## config.mk

```make
export PLATFORM = sky130hd
export DESIGN_NAME = negq_bank_write_arbiter
export DESIGN_NICKNAME = d
export VERILOG_FILES = /design/src/rtl/negq_bank_pkg.sv /design/src/rtl/negq_rr_arbiter.sv /design/src/rtl/negq_bank_write_arbiter.sv
export SDC_FILE = /design/constraint.sdc
export NUM_CORES = 1
export LEC_CHECK = 0
export ABC_AREA = 1
export BUFFER_PORTS_ARGS = -buffer_cell sky130_fd_sc_hd__buf_2
export CAP_MARGIN = 20
export CORE_MARGIN = 2
export CORE_UTILIZATION = 59
export CTS_CLUSTER_SIZE = 16
export DETAILED_ROUTE_END_ITERATION = 8
export GPL_TIMING_DRIVEN = 0
export PLACE_DENSITY = 0.77
export SYNTH_ARGS = -nofsm -noshare
export SYNTH_HDL_FRONTEND = slang
export SYNTH_SLANG_ARGS = --single-unit
```

## constraint.sdc

```tcl
create_clock -name CLK -period 3.2 [get_ports CLK]
set_input_delay 0.64 -clock CLK [delete_from_list [all_inputs] [get_ports CLK]]
set_output_delay 0.64 -clock CLK [all_outputs]
set_load 0.02 [all_outputs]
```

## src/rtl/negq_bank_pkg.sv

```systemverilog
// Shared definitions for the negative-edge storage write arbiter.
//   - state_t  : arbiter FSM states
//   - defaults : parameter defaults used by the top module
//   - rr_pick  : round-robin pick, returns a one-hot winner (up to MAX_NREQ requesters)
package negq_bank_pkg;

   localparam int MAX_NREQ  = 8;
   localparam int NREQ_DEF  = 4;
   localparam int WIDTH_DEF = 8;
   localparam int DEPTH_DEF = 16;
   localparam int AW_DEF    = 4;
   localparam int GAP_DEF   = 1;

   typedef enum logic [1:0] {
      ST_IDLE  = 2'd0,
      ST_GRANT = 2'd1,
      ST_ACK   = 2'd2,
      ST_COOL  = 2'd3
   } state_t;

   // First set request at or after ptr, wrapping modulo n. Bits at or above n
   // are never selected, so callers may zero-extend narrower request vectors.
   function automatic logic [MAX_NREQ-1:0] rr_pick(input logic [MAX_NREQ-1:0] req,
                                                   input int unsigned         ptr,
                                                   input int unsigned         n);
      logic [MAX_NREQ-1:0] win;
      logic [2:0]          idx;
      win = '0;
      for (int unsigned i = 0; i < MAX_NREQ; i++) begin
         idx = 3'((ptr + i) % n);
         if (i < n && win == '0 && req[idx]) win[idx] = 1'b1;
      end
      return win;
   endfunction

endpackage

```

## src/rtl/negq_rr_arbiter.sv

```systemverilog
// Combinational round-robin arbiter.
//   req    : per-requester request vector
//   ptr    : highest-priority requester index
//   winner : one-hot winner, all zero when no request
module negq_rr_arbiter
   import negq_bank_pkg::*;
#(
   parameter int NREQ = NREQ_DEF,
   parameter int PW   = (NREQ > 1) ? $clog2(NREQ) : 1
) (
   input  logic [NREQ-1:0] req,
   input  logic [PW-1:0]   ptr,
   output logic [NREQ-1:0] winner
);

   logic [MAX_NREQ-1:0] req_ext;

   // NOTE: every variable assigned in always_comb gets a default first, so no
   // path leaves it unassigned and no latch is inferred.
   always_comb begin
      req_ext             = '0;
      req_ext[NREQ-1:0]   = req;
      winner              = NREQ'(rr_pick(req_ext, 32'(ptr), 32'(NREQ)));
   end

endmodule

```

## src/rtl/negq_bank_write_arbiter.sv

```systemverilog
// Round-robin write arbiter in front of a falling-edge storage bank.
// A granted requester's address/data are latched in IDLE, the word is written
// on the CLK falling edge inside the GRANT cycle, ACK follows one cycle later,
// then GAP_CYC cooling cycles keep the falling-edge flops within their limits.
//   CLK   : clock (control on rise, storage on fall)
//   RST   : synchronous active-high reset
//   REQ   : per-requester level request
//   ADDR  : per-requester word address, slice i = requester i
//   WDATA : per-requester write data, slice i = requester i
//   GNT   : registered one-hot grant
//   ACK   : registered one-cycle completion pulse
//   ERR   : with ACK, 1 = address out of range, nothing written
//   BUSY  : FSM not in IDLE
//   RADDR : read address
//   RDATA : combinational read, 0 for out-of-range addresses
module negq_bank_write_arbiter
   import negq_bank_pkg::*;
#(
   parameter int NREQ    = NREQ_DEF,
   parameter int WIDTH   = WIDTH_DEF,
   parameter int DEPTH   = DEPTH_DEF,
   parameter int AW      = AW_DEF,
   parameter int GAP_CYC = GAP_DEF
) (
   input  logic                  CLK,
   input  logic                  RST,
   input  logic [NREQ-1:0]       REQ,
   input  logic [NREQ*AW-1:0]    ADDR,
   input  logic [NREQ*WIDTH-1:0] WDATA,
   output logic [NREQ-1:0]       GNT,
   output logic [NREQ-1:0]       ACK,
   output logic                  ERR,
   output logic                  BUSY,
   input  logic [AW-1:0]         RADDR,
   output logic [WIDTH-1:0]      RDATA
);

   localparam int PW = (NREQ > 1) ? $clog2(NREQ) : 1;

   state_t            state, state_nxt;
   logic [PW-1:0]     rr_ptr, win_idx, ptr_nxt;
   logic [NREQ-1:0]   win, winner_q;
   logic [NREQ-1:0]   gnt_d, ack_d;
   logic              err_d;
   logic [AW-1:0]     sel_addr, addr_q;
   logic [WIDTH-1:0]  sel_data, data_q;
   logic              oor_q;
   logic [2:0]        gap_cnt;
   logic              take, we;
   logic [WIDTH-1:0]  mem [DEPTH];

   negq_rr_arbiter #(.NREQ(NREQ), .PW(PW)) u_rr (
      .req    (REQ),
      .ptr    (rr_ptr),
      .winner (win)
   );

   assign take = (state == ST_IDLE) && (|REQ);

   // Winner index and its address/data slices.
   always_comb begin
      win_idx  = '0;
      sel_addr = '0;
      sel_data = '0;
      for (int i = 0; i < NREQ; i++) begin
         if (win[i]) begin
            win_idx  = PW'(i);
            sel_addr = ADDR[i*AW +: AW];
            sel_data = WDATA[i*WIDTH +: WIDTH];
         end
      end
      ptr_nxt = (win_idx == PW'(NREQ - 1)) ? '0 : win_idx + 1'b1;
   end

   // State register and control state.
   // NOTE: sequential state uses non-blocking assignments so every flop samples
   // pre-edge values regardless of process ordering.
   always_ff @(posedge CLK) begin
      if (RST) begin
         state    <= ST_IDLE;
         rr_ptr   <= '0;
         winner_q <= '0;
         oor_q    <= 1'b0;
         gap_cnt  <= '0;
      end else begin
         state <= state_nxt;
         if (take) begin
            winner_q <= win;
            oor_q    <= (32'(sel_addr) >= DEPTH);
            rr_ptr   <= ptr_nxt;
         end
         if (state == ST_ACK)       gap_cnt <= 3'(GAP_CYC - 1);
         else if (state == ST_COOL) gap_cnt <= gap_cnt - 1'b1;
      end
   end

   // Latched write payload; pure datapath, only meaningful after a grant.
   always_ff @(posedge CLK) begin
      if (take) begin
         addr_q <= sel_addr;
         data_q <= sel_data;
      end
   end

   // Next-state logic.
   always_comb begin
      state_nxt = state;
      case (state)
         ST_IDLE:  if (|REQ) state_nxt = ST_GRANT;
         ST_GRANT: state_nxt = ST_ACK;
         ST_ACK:   state_nxt = (GAP_CYC > 0) ? ST_COOL : ST_IDLE;
         ST_COOL:  if (gap_cnt == '0) state_nxt = ST_IDLE;
         default:  state_nxt = ST_IDLE;
      endcase
   end

   // Output decode: values the output registers take at the next edge.
   always_comb begin
      gnt_d = take ? win : '0;
      ack_d = (state == ST_GRANT) ? winner_q : '0;
      err_d = (state == ST_GRANT) && oor_q;
   end

   always_ff @(posedge CLK) begin
      if (RST) begin
         GNT <= '0;
         ACK <= '0;
         ERR <= 1'b0;
      end else begin
         GNT <= gnt_d;
         ACK <= ack_d;
         ERR <= err_d;
      end
   end

   assign BUSY = (state != ST_IDLE);

   // RST is sampled combinationally so a reset raised during GRANT blocks the
   // falling-edge write before it happens.
   assign we = (state == ST_GRANT) && !oor_q && !RST;

   // NOTE: the storage array is deliberately not reset; it keeps its contents
   // across RST and a reset port would turn it into per-bit reset flops.
   always_ff @(negedge CLK) begin
      if (we) mem[addr_q] <= data_q;
   end

   assign RDATA = (32'(RADDR) < DEPTH) ? mem[RADDR] : '0;

endmodule

```

---- Yosys cells after proc, flatten, opt, wreduce, memory -nomap -nowiden ----
Memory sizes are Yosys's and may differ from the RTL's.
Cells that the tools add are included.
cells by class
  add/sub/neg operators ................... 5
  magnitude comparators ................... 8
  equal/unequal tests ..................... 6
  mux-type cells .......................... 37
  bitwise operators ....................... 5
  reductions and logical operators ........ 21
operator list
  kind                                                               count
  2-to-1 mux 8 bit                                                   6
  logical NOT 8 bit                                                  3
  2-to-1 mux 4 bit                                                   6
  less-than comparator 2 x 4 -> 1 bit, second input constant         4
  OR 8 x 4 -> 8 bit                                                  2
  2-to-1 mux 1 bit                                                   11
  2-to-1 mux 2 bit                                                   5
  logical AND 1 bit                                                  9
  binary-select mux 1 bit (select 2 bit)                             4
  demux 1 bit (select 2 bit)                                         4
  greater-or-equal comparator 2 x 1 -> 1 bit, second input constant  4
  one-hot mux 2 bit (4 select lines)                                 1
  == test 2 bit, second input constant                               3
  OR reduction 2 bit                                                 3
  adder 2 x 1 -> 2 bit, second input constant                        2
  adder 2 bit, second input constant                                 2
  inequality test 2 x 1 -> 1 bit, second input constant              2
  OR 4 bit                                                           1
  OR reduction 4 bit                                                 1
  logical NOT 3 bit                                                  1
  subtractor 3 x 1 -> 3 bit, second input constant                   1
  == test 2 x 1 -> 1 bit, second input constant                      1
  logical NOT 2 bit                                                  1
  NOT 1 bit                                                          2
  3 further kinds                                                    3
storage, ports and cells
  register bits ........................... 31
  RAM bits ................................ 128
  logic and storage cells ................. 91
  memories ................................ 1
memories
  name  depth  width  rd ports  clocked after Yosys merged registers in  write ports  line                           text
  mem   16     8      1         0                                        1            negq_bank_write_arbiter.sv:50  logic [WIDTH-1:0] mem [DEPTH];

---- Depth between registers and ports, before layout ----
  depth in word-level cells ............... 19
  mapped depth ............................ 22

---- By module ----
A second synthesis with hierarchy kept.
second synthesis, totals
  cells, all modules ...................... 816
  area total of the unflattened synthesis .. 7614.8 µm²
modules (own cells, without submodules)
  module                   instances  cells an instance  area an instance (µm²)  sequential area each (µm²)
  negq_bank_write_arbiter  1          732                7124.3                  4584.4
  negq_rr_arbiter          1          84                 490.5                   0.0

==> impl_results.md <==
* Outcome: finished, violations left
* Violated checks: setup timing
* Synthesized net count at 724
* Max incr delay on CP at 0.42 ns
* Final wirelength at 19400 um
* Io pins at 76
* Clock slew at reported path FFs at 0.08 ns
* Buf/Inv on CP at 2
* Fill count at 782
* Layout cell share with drive strength beyond 1 at 21.5%
* Area grow syn2layout at 27.4%
* Routability Congestion at 0.938
* Yosys top cell by area: edfxtp_1
* Port Buffers at 71
* Syn avg cell area at 11.1 um^2
* Most frequent CP cell: o21ai_1
* Unrepaired setup endpoints after global routing: yes
* CP required at 2.56 ns
* CP delay by family, top: compound AO/OA/AOI/OAI gates
* Min setup slack post-route at -0.713 ns
* Cells after synthesis at 653
* Max capacitance violation total at 0
* Clk root buf: clkbuf_16
* Vias in the first global route at 6137
* # DRC at 0
* Die Ht at 115 um
* Pre-CTS WS at -0.517 ns
* Cells along the critical path: inv_2 > a21oi_2 > o21ai_1 > o21ai_1 > o211ai_1 > nand2_1 > buf_6
* Hpwl dp at 12100 um
* Core area at 12000 um^2
* Clock Latency Late Sink at 0.49 ns
* FFs w/ async S/R, synth at 0%
* Worst relative slew slack at 36.5%
* Initial Utilization at 60.2%
* CTS Buf Count at 17
* Number of nets in the layout at 946
* Via density at 5.76
* Htree depth at 4
* Vias at 5958
* P_leak at 0.00412 uW
* Synth top area share at 58.1%
* CP arrival at 3.27 ns
* WS Path Type: flip-flop to primary output
* Final ANT Viol Nets at 0
* Maximum number of pins on one net before global-route repair at 17
* FP Rows at 40
* VDD IR max at 0.739 mV
* Top_reg_cell synth: edfxtp_1
* Clock buffer depth at 2
* Max Slew Vio Count at 0
* Seq/Total Area, Yosys at 63.4%
* DR iter-0 viols at 529
* Routed len/inst at 18.7 um
* Finished Core Util at 76.7%
* Actual slew at the worst max-slew pin at 0.950 ns
* GRT overflow at 0
* Synth Register Bits at 159
* CTS tree: built
* Setup Skew at 0.0662 ns
* Worst-path fanout max at 1
* Crit start category: flip-flop
* Critical-path top delay cell: edfxtp_1
* CP Capture Type: primary output
* Tot GR Track Use at 30.9%
* Synth top area cells: edfxtp_1 58%, dfxtp_1 5.3%, mux2i_1 4.4%
* Hold Path Class: flip-flop to flip-flop
* Mapped Area at 7230 um^2
* Synth warnings at 0
* Die footprint at 13200 um^2
* Global-route wire length before repair at 30200 um
* Final setup vio count at 8
* Distinct cells, synth at 32
* N_diodes at 0
* Antenna violations before repair at 0
* Power Dens Cells at 907 nW/um^2
* Die Wd at 115 um
* Number of iterations in the first detailed-routing pass at 6
* Post-synth EDFFs at 140
* CTS sink count at 159
* Final Hold Fails at 0
[through the flow]
stage               hold slack [ns]  TNS, ns  total power [uW]  cells  instance area [um^2]
floorplan                     0.410    -2.07              4980    653                  7310
global placement              0.425   -47.61              5620    871                  7850
detailed placement            0.430   -52.00              5700    871                  7850
CTS                           0.441    -5.09              8230   1035                  9140
global route                  0.460    -6.05              8850   1035                  9220
finish                        0.439    -5.40              8350   1035                  9220
[cell families after synthesis]
family,after synthesis,share of synthesized area (%)
muxes,32,4.43
AOI/OAI and AO/OA,139,11.2
other,1,0.0518
adders and majority gates,13,2.25
DFF,159,63.4
buffers and inverters,111,6.26
and+or+nand+nor,198,12.5
[synthesized netlist by cell type (2+ instances only)]
cell type,instances
a21boi_0,6
nand2_2,9
dfxtp_1,19
inv_2,4
o22ai_1,5
a21oi_1,48
nand2_1,61
nor3_1,6
o211ai_1,32
or2_2,5
inv_1,77
buf_4,3
nor2_2,2
nor2_1,53
clkbuf_1,21
nand3_1,54
nor2_4,3
ha_1,13
o21ai_0,45
mux2i_1,32
buf_2,2
buf_6,3
nand3_2,2
edfxtp_1,140
[final timing paths]
check | from | to | slack [ns] | cells past startpoint
worst max register to register | state[0]$_SDFFE_PP0P_ | mem[5][6]$_DFFE_NP_ | 0.04 | 6
worst min-delay path | winner_q[3]$_SDFFE_PP0P_ | ACK[3]$_SDFF_PN0_ | 0.44 | 2
worst max-delay path | mem[9][0]$_DFFE_NP_ | RDATA[0] | -0.71 | 7
worst min register to register | winner_q[3]$_SDFFE_PP0P_ | ACK[3]$_SDFF_PN0_ | 0.44 | 2
[power by group]
group / leakage, uW / switching [uW] / internal, uW / total (uW)
registers: 0.00143 / 388 / 2850 / 3240
clock network: 0.000974 / 1410 / 1330 / 2730
logic: 0.00171 / 1600 / 781 / 2380
[timing repair]
| action | 4_1_cts | 5_1_grt |
|---|---|---|
| setup endpoints to repair | 136 | 147 |
| gates resized for setup | 48 | 29 |
| pin swaps | 16 | 17 |
| buffers inserted | 5 | 0 |
| hold buffers | 0 | 0 |
[placed cells by master (no fill, tap or decap), drive strengths merged, types with 5 or more instances in the layout]
| cell | netlist | final |
|---|---|---|
| inv | 81 | 218 |
| edfxtp | 140 | 140 |
| buf | 9 | 85 |
| nand2 | 70 | 70 |
| nor2 | 58 | 58 |
| nand3 | 56 | 56 |
| a21oi | 48 | 48 |
| o21ai | 45 | 45 |
| clkbuf | 21 | 38 |
| o211ai | 32 | 32 |
| mux2i | 32 | 32 |
| dfxtp | 19 | 19 |
| ha | 13 | 13 |
| a21boi | 6 | 6 |
| nor3 | 6 | 6 |
| or2 | 6 | 6 |
| o22ai | 5 | 5 |
[registers in the layout, indices dropped and copies added (netlist names)]
register / count
mem: 128
data_q: 8
ACK: 4
GNT: 4
addr_q: 4
winner_q: 4
gap_cnt: 3
rr_ptr: 2
state: 2
[worst reg2reg max path, stage by stage, from the launching register on]
cell	delay [ns]
dfxtp_1	0.41
ha_4	0.17
nand2_4	0.08
inv_4	0.09
nand3b_1	0.10
buf_6	0.17
nor2_4	0.24
[per-layer routing]
| layer | up-vias | part of all wire [%] | GRT usage [%] | routed length (um) |
|---|---|---|---|---|
| met5 | - | 0 | 0 | 0 |
| met4 | 0 | 4.7 | 16.9 | 911 |
| met3 | 81 | 8.0 | 10.4 | 1550 |
| met2 | 381 | 50 | 52.1 | 9670 |
| met1 | 2744 | 37 | 34.9 | 7260 |
| li1 | 2752 | - | - | - |
[cell type report]
| cell class | count | area [um^2] | share of cell area, % |
|---|---|---|---|
| flip-flops and latches | 159 | 4590 | 49.8 |
| clock inverters | 143 | 643 | 6.98 |
| plain buffers | 30 | 149 | 1.62 |
| repair buffers | 76 | 493 | 5.35 |
| clock buffers | 17 | 425 | 4.62 |
| multi-input cells | 383 | 2420 | 26.2 |
| inverters | 80 | 315 | 3.42 |
| well taps | 147 | 184 | 2.00 |
(Power assumes the default switching activity.)
